--- src/rtl/serial_alu_sequencer.sv ---
// Bit-serial AND/OR/ADD/SUB unit: operands latched on start, processed LSB-first one bit per clock.
// Latency: WIDTH edges from the accepting edge to done; one op every WIDTH+2 cycles back-to-back.
// Backpressure: start is sampled only in IDLE and never queued; busy/done tell the controller when to retry.
module serial_alu_sequencer #(
    parameter int WIDTH = 8
) (
    input  logic             clk,
    input  logic             rst,
    input  logic             start,
    input  logic [1:0]       op,
    input  logic [WIDTH-1:0] a,
    input  logic [WIDTH-1:0] b,
    output logic             busy,
    output logic             done,
    output logic [WIDTH-1:0] result,
    output logic             carry_out,
    output logic             overflow
);

    localparam int CW = $clog2(WIDTH + 1);
    localparam logic [CW-1:0] LAST_BIT = CW'(WIDTH - 1);

    localparam logic [1:0] OP_AND = 2'b00;
    localparam logic [1:0] OP_OR  = 2'b01;
    localparam logic [1:0] OP_ADD = 2'b10;
    localparam logic [1:0] OP_SUB = 2'b11;

    typedef enum logic [1:0] {
        ST_IDLE  = 2'd0,
        ST_SHIFT = 2'd1,
        ST_DONE  = 2'd2
    } state_t;

    state_t state, state_nxt;

    logic [WIDTH-1:0] a_sh;
    logic [WIDTH-1:0] b_sh;
    logic [WIDTH-1:0] res_sh;
    logic [WIDTH-1:0] res_shifted;
    logic [1:0]       op_q;
    logic [CW-1:0]    cnt;
    logic             carry;

    logic accept;
    logic last_step;
    logic b_eff;
    logic res_bit;
    logic carry_nxt;

    // ------------------------------------------------------------------
    // Control FSM
    // ------------------------------------------------------------------
    always_ff @(posedge clk) begin
        if (rst) begin
            state <= ST_IDLE;
        end else begin
            state <= state_nxt;
        end
    end

    always_comb begin
        state_nxt = state;
        accept    = 1'b0;
        last_step = 1'b0;
        case (state)
            ST_IDLE: begin
                if (start) begin
                    accept    = 1'b1;
                    state_nxt = ST_SHIFT;
                end
            end
            ST_SHIFT: begin
                if (cnt == LAST_BIT) begin
                    last_step = 1'b1;
                    state_nxt = ST_DONE;
                end
            end
            ST_DONE: begin
                state_nxt = ST_IDLE;
            end
            default: begin
                state_nxt = ST_IDLE;
            end
        endcase
    end

    assign busy = (state == ST_SHIFT);
    assign done = (state == ST_DONE);

    // ------------------------------------------------------------------
    // One-bit arithmetic slice; subtraction is a + ~b + 1 with carry seeded to 1
    // ------------------------------------------------------------------
    always_comb begin
        b_eff     = (op_q == OP_SUB) ? ~b_sh[0] : b_sh[0];
        res_bit   = 1'b0;
        carry_nxt = 1'b0;
        case (op_q)
            OP_AND: res_bit = a_sh[0] & b_sh[0];
            OP_OR:  res_bit = a_sh[0] | b_sh[0];
            default: begin
                res_bit   = a_sh[0] ^ b_eff ^ carry;
                carry_nxt = (a_sh[0] & b_eff) | (a_sh[0] & carry) | (b_eff & carry);
            end
        endcase
    end

    assign res_shifted = {res_bit, res_sh[WIDTH-1:1]};

    // ------------------------------------------------------------------
    // Datapath: operand shifters, result assembly, flags
    // ------------------------------------------------------------------
    always_ff @(posedge clk) begin
        if (rst) begin
            a_sh      <= '0;
            b_sh      <= '0;
            res_sh    <= '0;
            op_q      <= OP_AND;
            cnt       <= '0;
            carry     <= 1'b0;
            result    <= '0;
            carry_out <= 1'b0;
            overflow  <= 1'b0;
        end else if (accept) begin
            a_sh   <= a;
            b_sh   <= b;
            res_sh <= '0;
            op_q   <= op;
            cnt    <= '0;
            carry  <= (op == OP_SUB);
        end else if (state == ST_SHIFT) begin
            a_sh   <= a_sh >> 1;
            b_sh   <= b_sh >> 1;
            res_sh <= res_shifted;
            carry  <= carry_nxt;
            cnt    <= cnt + CW'(1);
            // Outputs only move on the final step so nothing partial is ever visible.
            if (last_step) begin
                result    <= res_shifted;
                carry_out <= carry_nxt;
                overflow  <= carry ^ carry_nxt;
            end
        end
    end

endmodule

--- config.mk ---
export PLATFORM = sky130hd
export DESIGN_NAME = serial_alu_sequencer
export DESIGN_NICKNAME = d
export VERILOG_FILES = /design/src/rtl/serial_alu_sequencer.sv
export SDC_FILE = /design/constraint.sdc
export NUM_CORES = 1
export LEC_CHECK = 0
export ABC_CLOCK_PERIOD_IN_PS = 2800
export BUFFER_PORTS_ARGS = -buffer_cell sky130_fd_sc_hd__clkbuf_2
export CAP_MARGIN = 20
export CELL_PAD_IN_SITES_DETAIL_PLACEMENT = 0
export CELL_PAD_IN_SITES_GLOBAL_PLACEMENT = 1
export CORE_AREA = 2 2 91 58
export CTS_BUF_LIST = sky130_fd_sc_hd__clkbuf_4 sky130_fd_sc_hd__clkbuf_8 sky130_fd_sc_hd__clkbuf_16
export CTS_CLUSTER_DIAMETER = 80
export DETAILED_ROUTE_END_ITERATION = 8
export DIE_AREA = 0 0 93 60
export GPL_TIMING_DRIVEN = 0
export PLACE_DENSITY_LB_ADDON = 0.1
export SYNTH_ARGS = -nofsm -noshare
export SYNTH_HDL_FRONTEND = slang
export SYNTH_SLANG_ARGS = --single-unit
--- constraint.sdc ---
create_clock -name clk -period 2.8 [get_ports clk]
set_input_delay 0.14 -clock clk [delete_from_list [all_inputs] [get_ports clk]]
set_output_delay 0.14 -clock clk [all_outputs]
set_load 0.005 [all_outputs]
* Word-level counts from Yosys, hierarchy flattened *
Index checks and enable logic that the tools add are counted.

storage, ports and cells
  bits of input ports = 21
  word-level logic and storage cells = 54
  register bits = 43
  output and inout bits = 12

cells by class
  eq/ne operators = 8
  reductions and logical operators = 7
  add/subtract/negate cells = 1
  bitwise operators = 12
  muxes and demuxes = 16

operators by type and width
  cell                 number
  $mux 8               4
  $mux 1               8
  $eq 2x2->1 const B   3
  $add 4x1->4 const B  1
  $and 1x1->1          4
  $eq 2x1->1 const B   2
  $eq 4x3->1 const B   1
  $logic_not 2->1      2
  $mux 2               2
  $pmux 2 s2           1
  $reduce_or 2->1      2
  $or 1x1->1           3
  $reduce_and 3->1     1
  $xor 1x1->1          3
  $ne 2x1->1 const B   1
  $ne 2x2->1 const B   1
  $not 1->1            2
  $pmux 1 s2           1
  $reduce_and 2->1     1
  $reduce_bool 2->1    1

* Depth between registers and ports, before layout *
Gate-level depths: netlist of the first run.

  depth after elaboration = 8
  depth in mapped cells = 6
  depth with buffers taken out = 6

* Least setup slack after synthesis of the first run *
No wires, ideal clock.

  path kind = register to register
  start point = register op_q[1]
  end point = register result[7]
  data required time = 2.709 ns
  data arrival time = 1.330 ns
  setup slack = 1.379 ns
  clock period less this slack = 1.421 ns
  buffers on the path = 0
  cell stages (with the launch flop) = 6
  path through = dfxtp_1 -> nand2_1 -> xnor2_1 -> fa_1 -> a21oi_1 -> a311oi_1

on the way
  word-level cells in the longest chain between the ends = 5
  elaborated cells on any way between the ends = 7
  those cells by class = 2 x eq/ne; 2 x mux; 2 x bitwise; 1 x reduce/logical

ends and longest elaborated chain
  item                      RTL line  text
  start, declared           40        logic [1:0] op_q;
  start signal, assigned    127       op_q <= op;
  $eq 2x2->1                94        b_eff = (op_q == OP_SUB) ? ~b_sh[0] : b_sh[0];
  $mux 1                    94
  $xor 1x1->1 (2 in a row)  101       res_bit = a_sh[0] ^ b_eff ^ carry;
  $pmux 1 s2 (*)            97        case (op_q)
  end signal, assigned      138       result <= res_shifted;
  end, declared             15        output logic [WIDTH-1:0] result,

Mark *: on every way between the ends. The rest lies on a longest branch, timed or not.
A chain may end at the register's enable or synchronous reset.

* Final worst setup path of the first run *
Ends and elaborated chain as after synthesis.

==> flow_summary_export.csv, run 1 <==
group,metric,value,unit
die,dieHeight,60,microns
route,post_drt_wl_per_cell,14.59,microns
critical_path,cp_top_family,"adder cells",
synth,synth_area,2061,sq um
timing,final.setup.tns,0,ps
cts,cts_setup_buffers,0,
layout,synthToLayoutAreaGrowth,16.39,%
route,drcViolationCount,0,
layout,final_cell_mix,"dfxtp_1 (42), a21oi_1 (40), nor2_1 (34), clkbuf_2 (32), nand2_1 (18)",
critical_path,reg2reg_depth,5,
critical_path,worst-path-buf-inv,0,
die,pin_count,33,
global_route,grt_pass1_vias,1648,
critical_path,crit_path_start_kind,"register",
critical_path,cp_cell_sequence,"nand2_1 -> xnor2_1 -> fa_1 -> a21oi_1 -> a311oi_1",
timing,setup_viol,0,
die,dieWidth,93,microns
synth,yosysTopAreaCellShare,0.4080,
synth,ys_ff_latch,42,
synth,yosysSeqAreaShare,0.4080,
route,drtIter0Drc,94,
cts,cts.htree.levels,2,
layout,fin_nets,301,
critical_path,r2r_slack,1240,ps
cts,postCtsHoldBufs,0,
timing,clock_skew,9.216,ps
cts,cts_tree,"done",
global_route,met2_usage,0.2702,
die,fp-row-count,20,
timing,min_period,1561,ps
timing,tightest_slew,561.3,ps
synth,syn_inst,239,
global_route,grt_first_pass_wirelength,8.459,mm
global_route,top_usage_layer,"met1",
min_path,hold_class,"in2reg",
cts,clk_pin_slew,80,ps
die,core-area,4805,sq um
timing,slew_violations,0,
critical_path,cp.required,2970,ps
synth,postSynthAreaPerCell,8.622,sq um
placement,routabilityCongestion,0.7714,
run,drv_cap,0,
timing,max_freq,640.8,MHz
route,detail-route-antenna-nets,0,
layout,n_antenna_cell,0,
synth,ys_types,37,
die,die_area,5580,sq um
critical_path,crit_path_max_fanout,5,
layout,final_common_cell,"dfxtp_1",
pwr,p_per_area,515.4,nW/um^2
global_route,grt_use_total,0.1993,
route,vias_per_cell,5.035,
critical_path,crit_path_max_incr_delay,440,ps
synth,synth.area.top_cells,"dfxtp_1 (41%), a21oi_1 (9.7%), buf_6 (6.6%)",
timing,worst_slew_margin_rel,0.6258,
route,route.vias.total,1737,
pwr,p_leak,0.0009918,uW
placement,dpl.hpwl,3.516,mm
placement,io_buffers,32,
cts,cts_buffers,5,
timing,rsz0062_at_grt,"false",
pwr,power,1236,uW
route,wl,5.033,mm
synth,ys.warnings.count,0,
cts,worstSkewPairLatency,300,ps
global_route,grtUsageMet3,0.04666,
route,first_pass_iters,4,
critical_path,critPathKind,"reg2reg",
critical_path,r2r_end,"result[7]$_SDFFE_PP0P_",
pwr,peakVddDrop,0.2133,mV
layout,seqCellArea,840.8,sq um
cts,clockBufferDepth,2,
die,start_util,0.4289,
layout,fill_cells,492,
global_route,antenna_found_initial,0,
global_route,grt_overflow,0,
synth,syn_nets,262,
synth,yosysTopAreaCell,"dfxtp_1",
min_path,min_path_cells,3,
critical_path,crit_arrival,1730,ps
cts,clock-root-buffer,"clkbuf_8",
global_route,grt_max_degree,13,
critical_path,slowest_stage,"fa_1",
layout,multiInputGateArea,998.5,sq um
min_path,min_from,"op[1]",
cts,clock-sinks,42,
critical_path,r2r-start,"op_q[1]$_SDFFE_PP0P_",
critical_path,end_kind,"register",
cts,cts_resized,0,
global_route,met1_usage,0.3116,
run_status,outcome,"completed",
layout,drive_gt1_frac,0.2401,
min_path,holdPathEnd,"op_q[1]$_SDFFE_PP0P_",
timing,hold_violations,0,
timing,fin_crit_sh,0.5574,
## cell type report
type / count / share of cell area
multi-input combinational: 163 / 0.4163
sequential: 42 / 0.3505
buffer: 19 / 0.06886
timing repair buffer: 32 / 0.06677
clock buffer: 7 / 0.03756
tap: 66 / 0.03443
inverter: 15 / 0.02347
clock inverter: 1 / 0.002087
## how the worst max path moves through the flow
stage | startpoint | cells after the start | to
finish | op_q[1]$_SDFFE_PP0P_ | 5 | result[7]$_SDFFE_PP0P_
global route | op_q[1]$_SDFFE_PP0P_ | 5 | res_sh[7]$_SDFFE_PP0N_
CTS | op_q[1]$_SDFFE_PP0P_ | 5 | result[7]$_SDFFE_PP0P_
detailed placement | op_q[1]$_SDFFE_PP0P_ | 6 | overflow$_SDFFE_PP0P_
global placement | op_q[1]$_SDFFE_PP0P_ | 5 | result[7]$_SDFFE_PP0P_
floorplan | op_q[1]$_SDFFE_PP0P_ | 5 | result[7]$_SDFFE_PP0P_
## kinds of logic (layout without fill, tap and decap cells)
group / count (synthesis) / count (layout) / share of synthesized area
AO/OA/AOI/OAI: 78 / 78 / 0.2526
flip-flops: 42 / 42 / 0.4080
adder cells (fa/ha/maj): 2 / 2 / 0.01579
multiplexers: 4 / 4 / 0.02004
AND/OR/NAND/NOR: 75 / 75 / 0.1791
XOR/XNOR: 4 / 4 / 0.01700
buffers and inverters: 34 / 74 / 0.1075
## cell usage after synthesis
cell type,count
a211o_1,1
a211oi_1,6
a21boi_0,1
a21o_1,2
a21oi_1,40
a21oi_2,3
a22o_1,3
a311oi_1,1
a311oi_2,1
and3b_2,1
buf_2,3
buf_6,12
clkbuf_1,4
dfxtp_1,42
fa_1,1
ha_1,1
inv_1,14
inv_2,1
mux2_2,1
mux2i_1,3
nand2_1,18
nand2b_1,4
nand2b_4,1
nand3_1,8
nand3b_1,3
nand3b_4,1
nor2_1,34
nor3_1,1
nor3b_4,1
o21ai_0,9
o21ba_2,1
o221a_1,9
o221a_2,1
or2_1,1
or3_1,2
xnor2_1,2
xor2_1,2
## power breakdown
part	switching, uW	internal [uW]	leakage (uW)
combinational	91.3	78.2	0.000597
sequential	21.4	623	0.000343
clock	213	209	0.0000517
## worst min-delay path, delay by kind of cell
kind,cells,cell delay (ps)
multiplexers,1,60
AND/OR/NAND/NOR,1,70
buffers and inverters,1,90
## registers in the layout (all words and copies together) (netlist names)
| register | flops |
|---|---|
| state | 2 |
| cnt | 4 |
| b_sh | 8 |
| op_q | 2 |
| res_sh | 7 |
| carry | 1 |
| overflow | 1 |
| carry_out | 1 |
| a_sh | 8 |
| result | 8 |
## stage by stage
step / hold WS [ps] / utilization / setup slack, ps / area (sq um) / instances
2_1_floorplan: 287.2 / - / 1379 / 2061 / 239
5_1_grt: 106.1 / 0.4992 / 1132 / 2399 / 345
3_5_place_dp: 410.5 / 0.4794 / 1264 / 2303 / 337
4_1_cts: 103.0 / 0.4992 / 1236 / 2399 / 345
6_report: 101.3 / 0.4992 / 1239 / 2399 / 345
3_3_place_gp: 422.0 / 0.4794 / 1255 / 2303 / 337
## layer usage
layer  wire (microns)  share of wire
met2             1872           0.37
met1             2903           0.58
met5                0              0
met4               55          0.011
met3              200          0.040
No activity file was read; power rests on OpenSTA's default activity.
==> inputs of run 2 (changes only) <==
--- a/config.mk
+++ b/config.mk
@@ -5,16 +5,17 @@
 export SDC_FILE = /design/constraint.sdc
 export NUM_CORES = 1
 export LEC_CHECK = 0
-export ABC_CLOCK_PERIOD_IN_PS = 2800
+export ABC_AREA = 1
+export ABC_CLOCK_PERIOD_IN_PS = 1300
 export BUFFER_PORTS_ARGS = -buffer_cell sky130_fd_sc_hd__clkbuf_2
 export CAP_MARGIN = 20
 export CELL_PAD_IN_SITES_DETAIL_PLACEMENT = 0
 export CELL_PAD_IN_SITES_GLOBAL_PLACEMENT = 1
-export CORE_AREA = 2 2 91 58
+export CORE_AREA = 2 2 98 62
 export CTS_BUF_LIST = sky130_fd_sc_hd__clkbuf_4 sky130_fd_sc_hd__clkbuf_8 sky130_fd_sc_hd__clkbuf_16
 export CTS_CLUSTER_DIAMETER = 80
 export DETAILED_ROUTE_END_ITERATION = 8
-export DIE_AREA = 0 0 93 60
+export DIE_AREA = 0 0 100 64
 export GPL_TIMING_DRIVEN = 0
 export PLACE_DENSITY_LB_ADDON = 0.1
 export SYNTH_ARGS = -nofsm -noshare
==> constraint.sdc (replaced) <==
create_clock -name clk -period 1.3 [get_ports clk]
set_input_delay 0.065 -clock clk [delete_from_list [all_inputs] [get_ports clk]]
set_output_delay 0.065 -clock clk [all_outputs]
set_load 0.005 [all_outputs]
==> run 2 against run 1 <==
Effect of this change: the flow now finishes with violations (negative setup slack); synthesized cell count increased by 13%; global-route usage shrank 4.2 points; first-iteration DRC count is 43% lower; register-to-register slack worse by 1400 ps; count of clock-buffer cells in the layout decreased by 1; clock power grew to 3.1 times the previous value; sequential share of layout area is 0.58 points lower; die area increased by 15%; sequential power rose by 110%; power rose by 140%; worst hold slack got worse by 84 ps; final cell count is 14% higher; largest cell class unchanged; largest power group unchanged; highest routed layer unchanged.
==> flow_summary_export.csv, run 2 <==
group,metric,value,unit
synth,syn_nets,294,
die,fp-row-count,21,
synth,ys_types,23,
run,drv_cap,0,
route,route.vias.total,1798,
synth,yosysTopAreaCellShare,0.4456,
critical_path,crit_path_start_kind,"register",
critical_path,cp.required,1490,ps
critical_path,critPathKind,"reg2reg",
cts,cts_buffers,5,
pwr,clock_power_share,0.427,
cts,worstSkewPairLatency,300,ps
cts,cts_tree,"done",
synth,async_flop_share,0,
cts,clk_pin_slew,90,ps
layout,post-route-util,0.4542,
route,first_pass_iters,4,
global_route,grt_use_total,0.1569,
synth,postSynthAreaPerCell,6.962,sq um
synth,synth_area,1887,sq um
critical_path,cp_cell_sequence,"nand2_2 -> xor2_1 -> inv_1 -> fa_2 -> nand2_2 -> nand3_1 -> nor2_1 -> nor2_1",
route,drcViolationCount,0,
die,pin_count,33,
route,wl,4.825,mm
pwr,switching_power,709.8,uW
critical_path,end_kind,"register",
min_path,hold_class,"in2reg",
synth,yosys-top-cells-count,"nand2_1 (113), dfxtp_1 (42), nand3_1 (22), nor2_1 (22), a21oi_1 (20)",
timing,worst_slew_margin_rel,0.6209,
synth,syn_inst,271,
min_path,min_from,"rst",
pwr,p_leak,0.001153,uW
timing,max_freq,693.4,MHz
critical_path,worst-path-buf-inv,1,
synth,synth_edf_count,0,
global_route,grt_pass1_vias,1607,
synth,ys_ff_latch,42,
layout,drive_gt1_frac,0.2883,
critical_path,crit_path_max_fanout,2,
global_route,grt_overflow,0,
timing,worst_slack,-142.2,ps
die,core-area,5465,sq um
critical_path,r2r_end,"result[7]$_SDFFE_PP0P_",
min_path,holdPathEnd,"result[1]$_SDFFE_PP0P_",
pwr,power.share.sequential,0.454,
pwr,internal_power,2301,uW
layout,reg_top3,"a_sh (8), b_sh (8), result (8)",
timing,whs,17.43,ps
cts,clock-root-buffer,"clkbuf_8",
die,dieWidth,100,microns
pwr,peakVddDrop,0.4904,mV
layout,final_cell_mix,"nand2_1 (107), dfxtp_1 (36), clkbuf_2 (32), nor2_1 (21), nand3_1 (21)",
die,die_area,6400,sq um
min_path,min_path_cells,2,
critical_path,reg2reg_depth,8,
critical_path,r2r_slack,-140,ps
cts,cts.htree.levels,2,
critical_path,cp_top_family,"adder cells",
route,post_drt_wl_per_cell,12.22,microns
route,detail-route-antenna-nets,0,
placement,routabilityCongestion,0.7597,
placement,dpl.hpwl,3.271,mm
timing,hold_violations,0,
layout,synthToLayoutAreaGrowth,31.56,%
route,vias_per_cell,4.552,
die,dieHeight,64,microns
pwr,p_per_area,1213,nW/um^2
route,drtIter0Drc,54,
timing,fin_crit_sh,1.109,
critical_path,slowest_stage,"fa_2",
pwr,sw_frac_of_total,0.2357,
synth,yosysSeqAreaShare,0.4456,
synth,synth.area.top_cells,"dfxtp_1 (45%), nand2_1 (22%), nand3_1 (5.8%)",
run_status,violations,"negative setup slack",
synth,ys.warnings.count,0,
run_status,outcome,"complete, but fails checks",
placement,io_buffers,32,
critical_path,crit_path_max_incr_delay,430,ps
global_route,grt_first_pass_wirelength,7.845,mm
timing,slew_violations,0,
synth,synthMostInstantiatedCell,"nand2_1",
critical_path,r2r-start,"op_q[0]$_SDFFE_PP0P_",
critical_path,crit_arrival,1630,ps
global_route,grt_max_degree,14,
layout,fin_nets,348,
timing,min_period,1442,ps
timing,setup_viol,5,
global_route,antenna_found_initial,0,
layout,n_antenna_cell,0,
timing,clock_skew,9.325,ps
timing,rsz0062_at_grt,"true",
synth,yosysTopAreaCell,"dfxtp_1",
placement,pre_cts_slack,-181.6,ps
cts,clock-sinks,42,
synth,synthFlopType,"dfxtp_1",
die,start_util,0.3452,
cts,clockBufferDepth,2,
pwr,comb_power_share,0.119,
timing,tightest_slew,568.6,ps
layout,final_common_cell,"nand2_1",
==> run 2: cell types whose count changed after synthesis, sizes merged, moves of 6 or more <==
cell    change
a21oi      -23
buf         -6
nor2        -8
nand3      +17
o221a      -10
nand2      +98
a211oi      -6
==> run 2: area by class of cell <==
class,count,area [sq um]
Tap cell,69,86.33
Buffer,11,92.59
Inverter,19,73.82
Timing Repair Buffer,46,270.3
Fill cell,587,2983
Clock buffer,6,82.58
Sequential cell,42,855.8
Multi-Input combinational cell,200,960.9
Clock inverter,2,60.06
==> run 2: power by group through the flow <==
stage	logic [uW]	clock network, uW	registers, uW
finish	358	1290	1370
global route	404	1380	1370
CTS	336	1300	1370
detailed placement	301	0	1400
global placement	302	0	1400
floorplan	204	0	1390
==> run 2: per-stage QoR <==
step	instance area, sq um	instances	TNS (ps)	power, uW
3_5_place_dp	2135	372	-1438	1698
2_1_floorplan	1888	271	-135.9	1593
3_3_place_gp	2135	372	-1424	1699
6_report	2482	395	-406.1	3011
4_1_cts	2385	387	-468.1	3008
5_1_grt	2482	395	-1121	3159
==> run 2: timing repair <==
action                                 4_1_cts  5_1_grt
resized for setup                           19       15
pin swaps                                    7        5
setup buffers                                5        6
endpoints found under the hold margin        2        0
hold buffers                                 2        0
setup endpoints to repair                   14       19
cloned                                       0        2
==> run 2: worst max path at each step <==
stage                         start                     end  depth (start not counted)
5_1_grt        op_q[1]$_SDFFE_PP0P_  res_sh[7]$_SDFFE_PP0N_                          8
3_5_place_dp   op_q[1]$_SDFFE_PP0P_  result[7]$_SDFFE_PP0P_                          8
6_report       op_q[0]$_SDFFE_PP0P_  result[7]$_SDFFE_PP0P_                          8
3_3_place_gp   op_q[1]$_SDFFE_PP0P_  result[7]$_SDFFE_PP0P_                          8
2_1_floorplan  op_q[1]$_SDFFE_PP0P_  result[7]$_SDFFE_PP0P_                          8
4_1_cts        op_q[1]$_SDFFE_PP0P_  result[7]$_SDFFE_PP0P_                          8
==> run 2: cells by family after synthesis <==
logic type      count (synthesis)  synth area share
fa+ha+maj                       2           0.01724
simple gates                  167            0.3740
compound gates                 27           0.07162
xor+xnor                        3           0.01393
flops                          42            0.4456
buf+inv                        30           0.07759
==> run 2: layer usage <==
| metal | wire length [microns] | vias up | GRT usage |
|---|---|---|---|
| met4 | 39 | 0 | 0.03596 |
| met3 | 194 | 5 | 0.04048 |
| met1 | 2691 | 803 | 0.2430 |
| met5 | 0 | - | 0 |
| met2 | 1900 | 33 | 0.2137 |
| li1 | - | 957 | - |
